### config.mk
export PLATFORM = sky130hd
export DESIGN_NAME = bin2bcd_seq
export DESIGN_NICKNAME = d
export VERILOG_FILES = /design/src/rtl/bcd_pkg.sv /design/src/rtl/bcd_add3.sv /design/src/rtl/bin2bcd_seq.sv
export SDC_FILE = /design/constraint.sdc
export NUM_CORES = 1
export LEC_CHECK = 0
export ABC_AREA = 1
export CORE_MARGIN = 2
export CORE_UTILIZATION = 50
export DETAILED_ROUTE_END_ITERATION = 12
export HOLD_SLACK_MARGIN = 0.15
export PLACE_DENSITY = 0.73
export SETUP_SLACK_MARGIN = 0.1
export SLEW_MARGIN = 30
export SYNTH_ARGS = -nofsm -noshare
export SYNTH_HDL_FRONTEND = slang
export SYNTH_HIERARCHICAL = 1
export SYNTH_SLANG_ARGS = --single-unit
### constraint.sdc
create_clock -name clk -period 5 [get_ports clk]
set_input_delay 0.5 -clock clk [delete_from_list [all_inputs] [get_ports clk]]
set_output_delay 0.5 -clock clk [all_outputs]
set_load 0.02 [all_outputs]
### src/rtl/bcd_pkg.sv
// Shared types and constants for the sequential binary-to-BCD converter.
// Optional signed mode is selected in bin2bcd_seq by BIN2BCD_SIGNED_EN.
package bcd_pkg;

   typedef enum logic [1:0] {
      IDLE  = 2'd0,
      SHIFT = 2'd1,
      DONE  = 2'd2
   } state_t;

   localparam int BCD_DIGIT_W = 4;

   // Bit-counter width; kept at least 1 so tiny widths still elaborate.
   function automatic int cnt_width(input int width);
      return (width <= 2) ? 1 : $clog2(width);
   endfunction

endpackage

### src/rtl/bcd_add3.sv
// Digit-correction cell for shift-and-add-3: digits 5..9 become 8..12 before the shift.
module bcd_add3
   import bcd_pkg::*;
(
   input  logic [BCD_DIGIT_W-1:0] din,
   output logic [BCD_DIGIT_W-1:0] dout
);

   assign dout = (din >= 4'd5) ? din + 4'd3 : din;

endmodule

### src/rtl/bin2bcd_seq.sv
// Sequential binary-to-BCD converter, one input bit per clock (shift-and-add-3).
// Define BIN2BCD_SIGNED_EN to treat value as two's complement and report its sign on neg.
module bin2bcd_seq
   import bcd_pkg::*;
#(
   parameter int WIDTH  = 32,
   parameter int DIGITS = 10
) (
   input  logic                        clk,
   input  logic                        rst,
   input  logic                        start,
   input  logic [WIDTH-1:0]            value,
   output logic                        ready,
   output logic                        busy,
   output logic                        valid,
   output logic [BCD_DIGIT_W*DIGITS-1:0] bcd,
   output logic                        neg
);

   localparam int CNT_W = cnt_width(WIDTH);
   localparam int ACC_W = BCD_DIGIT_W * DIGITS;

   state_t           state, state_nxt;
   logic [WIDTH-1:0] bin_reg;
   logic [WIDTH-1:0] operand;
   logic [ACC_W-1:0] acc, acc_corr, acc_shift, bcd_reg;
   logic [CNT_W-1:0] cnt;
   logic             last;
   logic             sign;
   logic             sign_reg, neg_reg;

`ifdef BIN2BCD_SIGNED_EN
   // Magnitude of the most negative value wraps to itself, i.e. 2^(WIDTH-1) unsigned.
   assign sign    = value[WIDTH-1];
   assign operand = sign ? (~value + WIDTH'(1)) : value;
   assign neg     = neg_reg;
`else
   assign sign    = 1'b0;
   assign operand = value;
   assign neg     = 1'b0;
`endif

   assign last  = (cnt == CNT_W'(WIDTH - 1));
   assign ready = (state == IDLE);
   assign busy  = ~ready;
   assign valid = (state == DONE);
   assign bcd   = bcd_reg;

   for (genvar g = 0; g < DIGITS; g++) begin : g_corr
      bcd_add3 u_add3 (
         .din  (acc[g*BCD_DIGIT_W +: BCD_DIGIT_W]),
         .dout (acc_corr[g*BCD_DIGIT_W +: BCD_DIGIT_W])
      );
   end

   assign acc_shift = {acc_corr[ACC_W-2:0], bin_reg[WIDTH-1]};

   // NOTE: state_nxt gets a default before the case so no path leaves it unassigned (no latch).
   always_comb begin
      state_nxt = state;
      case (state)
         IDLE:    if (start) state_nxt = SHIFT;
         SHIFT:   if (last)  state_nxt = DONE;
         DONE:    state_nxt = IDLE;
         default: state_nxt = IDLE;
      endcase
   end

   // NOTE: sequential state uses non-blocking assignments so every register sees pre-edge values.
   always_ff @(posedge clk or posedge rst) begin
      if (rst) begin
         state <= IDLE;
      end else begin
         state <= state_nxt;
      end
   end

   // NOTE: every datapath register is reset so an aborted conversion leaves no stale result behind.
   always_ff @(posedge clk or posedge rst) begin
      if (rst) begin
         bin_reg  <= '0;
         acc      <= '0;
         cnt      <= '0;
         bcd_reg  <= '0;
         sign_reg <= 1'b0;
         neg_reg  <= 1'b0;
      end else begin
         case (state)
            IDLE: begin
               if (start) begin
                  bin_reg  <= operand;
                  acc      <= '0;
                  cnt      <= '0;
                  sign_reg <= sign;
               end
            end
            SHIFT: begin
               acc     <= acc_shift;
               bin_reg <= bin_reg << 1;
               cnt     <= cnt + CNT_W'(1);
               if (last) begin
                  bcd_reg <= acc_shift;
                  neg_reg <= sign_reg;
               end
            end
            default: ;
         endcase
      end
   end

endmodule

==> impl_metrics.ini <==
[detailed_routing]
route.vias.total = 5213
routed_wire_length_mm = 13.9
drt_pre_antenna_iters = 6
route.detailed.wl_per_inst_um = 14.1
drt-initial-drc-count = 346
route.detailed.vias_per_inst = 5.31
antenna_nets_post_route = 0
drt_drc_violations_left = 0

[clock_tree]
worstSkewPairLatency_ps = 410
cts_buffer_depth = 2
number_of_buffers_added_by_the_clock_tree_synthesis_step = 17
hold_bufs_inserted_after_cts = 0
path_clk_slew_ps = 50
cts_tree = done
cts.root.buffer_cell = clkbuf_16
clock_sink_count = 119
ctsResizeCount = 0
cts-htree-levels = 4
post-cts-setup-buffers = 0

[grt]
overflow = 0
grt_most_used_layer = met2
grtUsageMet2 = 0.359
gr-usage-met1 = 0.293
grt_usage = 0.224
pin_count_of_the_biggest_net_entering_global_routing = 106
number_of_global_route_vias_before_repair = 5086
met3_routing_resource_usage_after_global_routing = 0.0588
first_pass_grt_wire_length_mm = 23.4
antenna_violations_before_repair = 0

[power_and_ir_drop]
worst_ir_drop_vdd_uv = 451
total_switching_power_mw = 2.23
cellLeakagePower_nw = 3.64
power.clock.fraction = 0.226
p_int_mw = 3.14
cellPowerDensity_mw_per_mm2 = 709
p_seq_frac = 0.321
p_comb_frac = 0.452
p_sw_frac = 0.416

[critical_path]
reg2reg_to = bcd[26]
crit_start = state[0]
ff2ff_path_depth = 7
worst_setup_path_end_kind = flip-flop
crit_path_max_fanout = 53
timing.reg2reg.setup_slack_ps = 2500
required_ps = 5340
crit_path_start_kind = flip-flop
worstReg2RegStart = state[0]
worstSetupPathType = flip-flop to flip-flop
critical_path.endpoint = bcd[26]
worstPathArrival_ps = 2840

[floorplan]
io_pins = 79
fp.coreArea_mm2 = 0.0120
starting_density = 0.512
die-width_um = 115
dieArea_mm2 = 0.0131
die-height_um = 115
floorplan.rows = 40

[placed_design]
placement.cell_area_mm2 = 0.00696
portBuffers = 77
gp_congestion = 0.842
dp.final_hpwl_mm = 8.67

[final_layout]
antenna_cells_inserted = 0
drive_gt1_frac = 0.123
finalInstanceArea_mm2 = 0.00758
most-common-layout-cells = nand2_1, nand3_1, dfrtp_1
synthesis_to_layout_area_growth_pct = 23.9
nNetsFinal = 880
most_common_cell_after_layout_fill_and_taps_aside = nand2_1

[synthesis]
synth_area_per_cell_um2 = 8.08
ys_warn_count = 6
syn_area_mm2 = 0.00612
postSynthCellCount = 757
number_of_nets_produced_by_synthesis = 814

[hold_path]
min_from = bcd[38]
hold_path_class = flip-flop to flip-flop

[sta]
timing.fmax_mhz = 400
hold_slack_ps = 476
setup_viol = 0
hold_vio_cnt_final = 0
fin_crit_sh = 0.500
slew_headroom = 0.430
rsz0062_at_grt = no
post_route_clock_skew_ps = 6.55
report.final.slew_viol_count = 0
worst-slew-pin-transition_ps = 854
final_min_period_ps = 2500
totalNegativeSetupSlack_ps = 0

[outcome]
outcome = finished clean

[flow_run]
max-cap-violations = 0
==> power by group through the flow <==
stage                     clock [mW]  sequential, mW  combinational [mW]
after floorplan                    0            1.83                1.60
after global placement             0            1.71                2.28
after detailed placement           0            1.73                2.39
after CTS                       1.23            1.73                2.41
after global routing            1.29            1.78                2.72
final                           1.22            1.73                2.43
==> routing by layer <==
layer | up-vias | routed length [um]
met4 | 0 | 255
met3 | 25 | 779
met1 | 2472 | 6070
li1 | 2546 | -
met2 | 170 | 6790
met5 | - | 0
==> cell type report <==
cell class              count  area, um2
clock buffers              23        498
clock inverters             8       95.1
fillers                   986       4380
inverters                  72        273
multi-input cells         530       2720
flip-flops and latches    119       2980
well taps                 147        184
repair buffers             83        836
==> critical path, cell delays in order (launching register included) <==
cell and delay, ps:
dfrtp_1 490, nand2_4 80, inv_2 610, nand2_2 340, buf_4 420, inv_2 300, nand2_1 100, nand2_1 80
==> metrics by stage <==
| step | utilization | worst slack (ps) | cells | power, mW |
|---|---|---|---|---|
| finish | 0.634 | 2500 | 982 | 5.38 |
| detailed placement | 0.582 | 2530 | 950 | 4.11 |
| floorplan | - | 1340 | 757 | 3.42 |
| CTS | 0.632 | 2490 | 981 | 5.37 |
| global route | 0.634 | 2280 | 982 | 5.79 |
| global placement | 0.582 | 2250 | 950 | 3.99 |
==> worst min-delay path by stage <==
| stage | to | slack, ps | cells after the start |
|---|---|---|---|
| after floorplan | bin_reg[10] | 470 | 2 |
| after global placement | bcd[34] | 460 | 2 |
| after detailed placement | bcd[36] | 470 | 2 |
| after CTS | bcd[36] | 480 | 2 |
| after global routing | bcd[39] | 500 | 2 |
| final | bcd[38] | 480 | 2 |
Power figures use the tool's default switching activity.
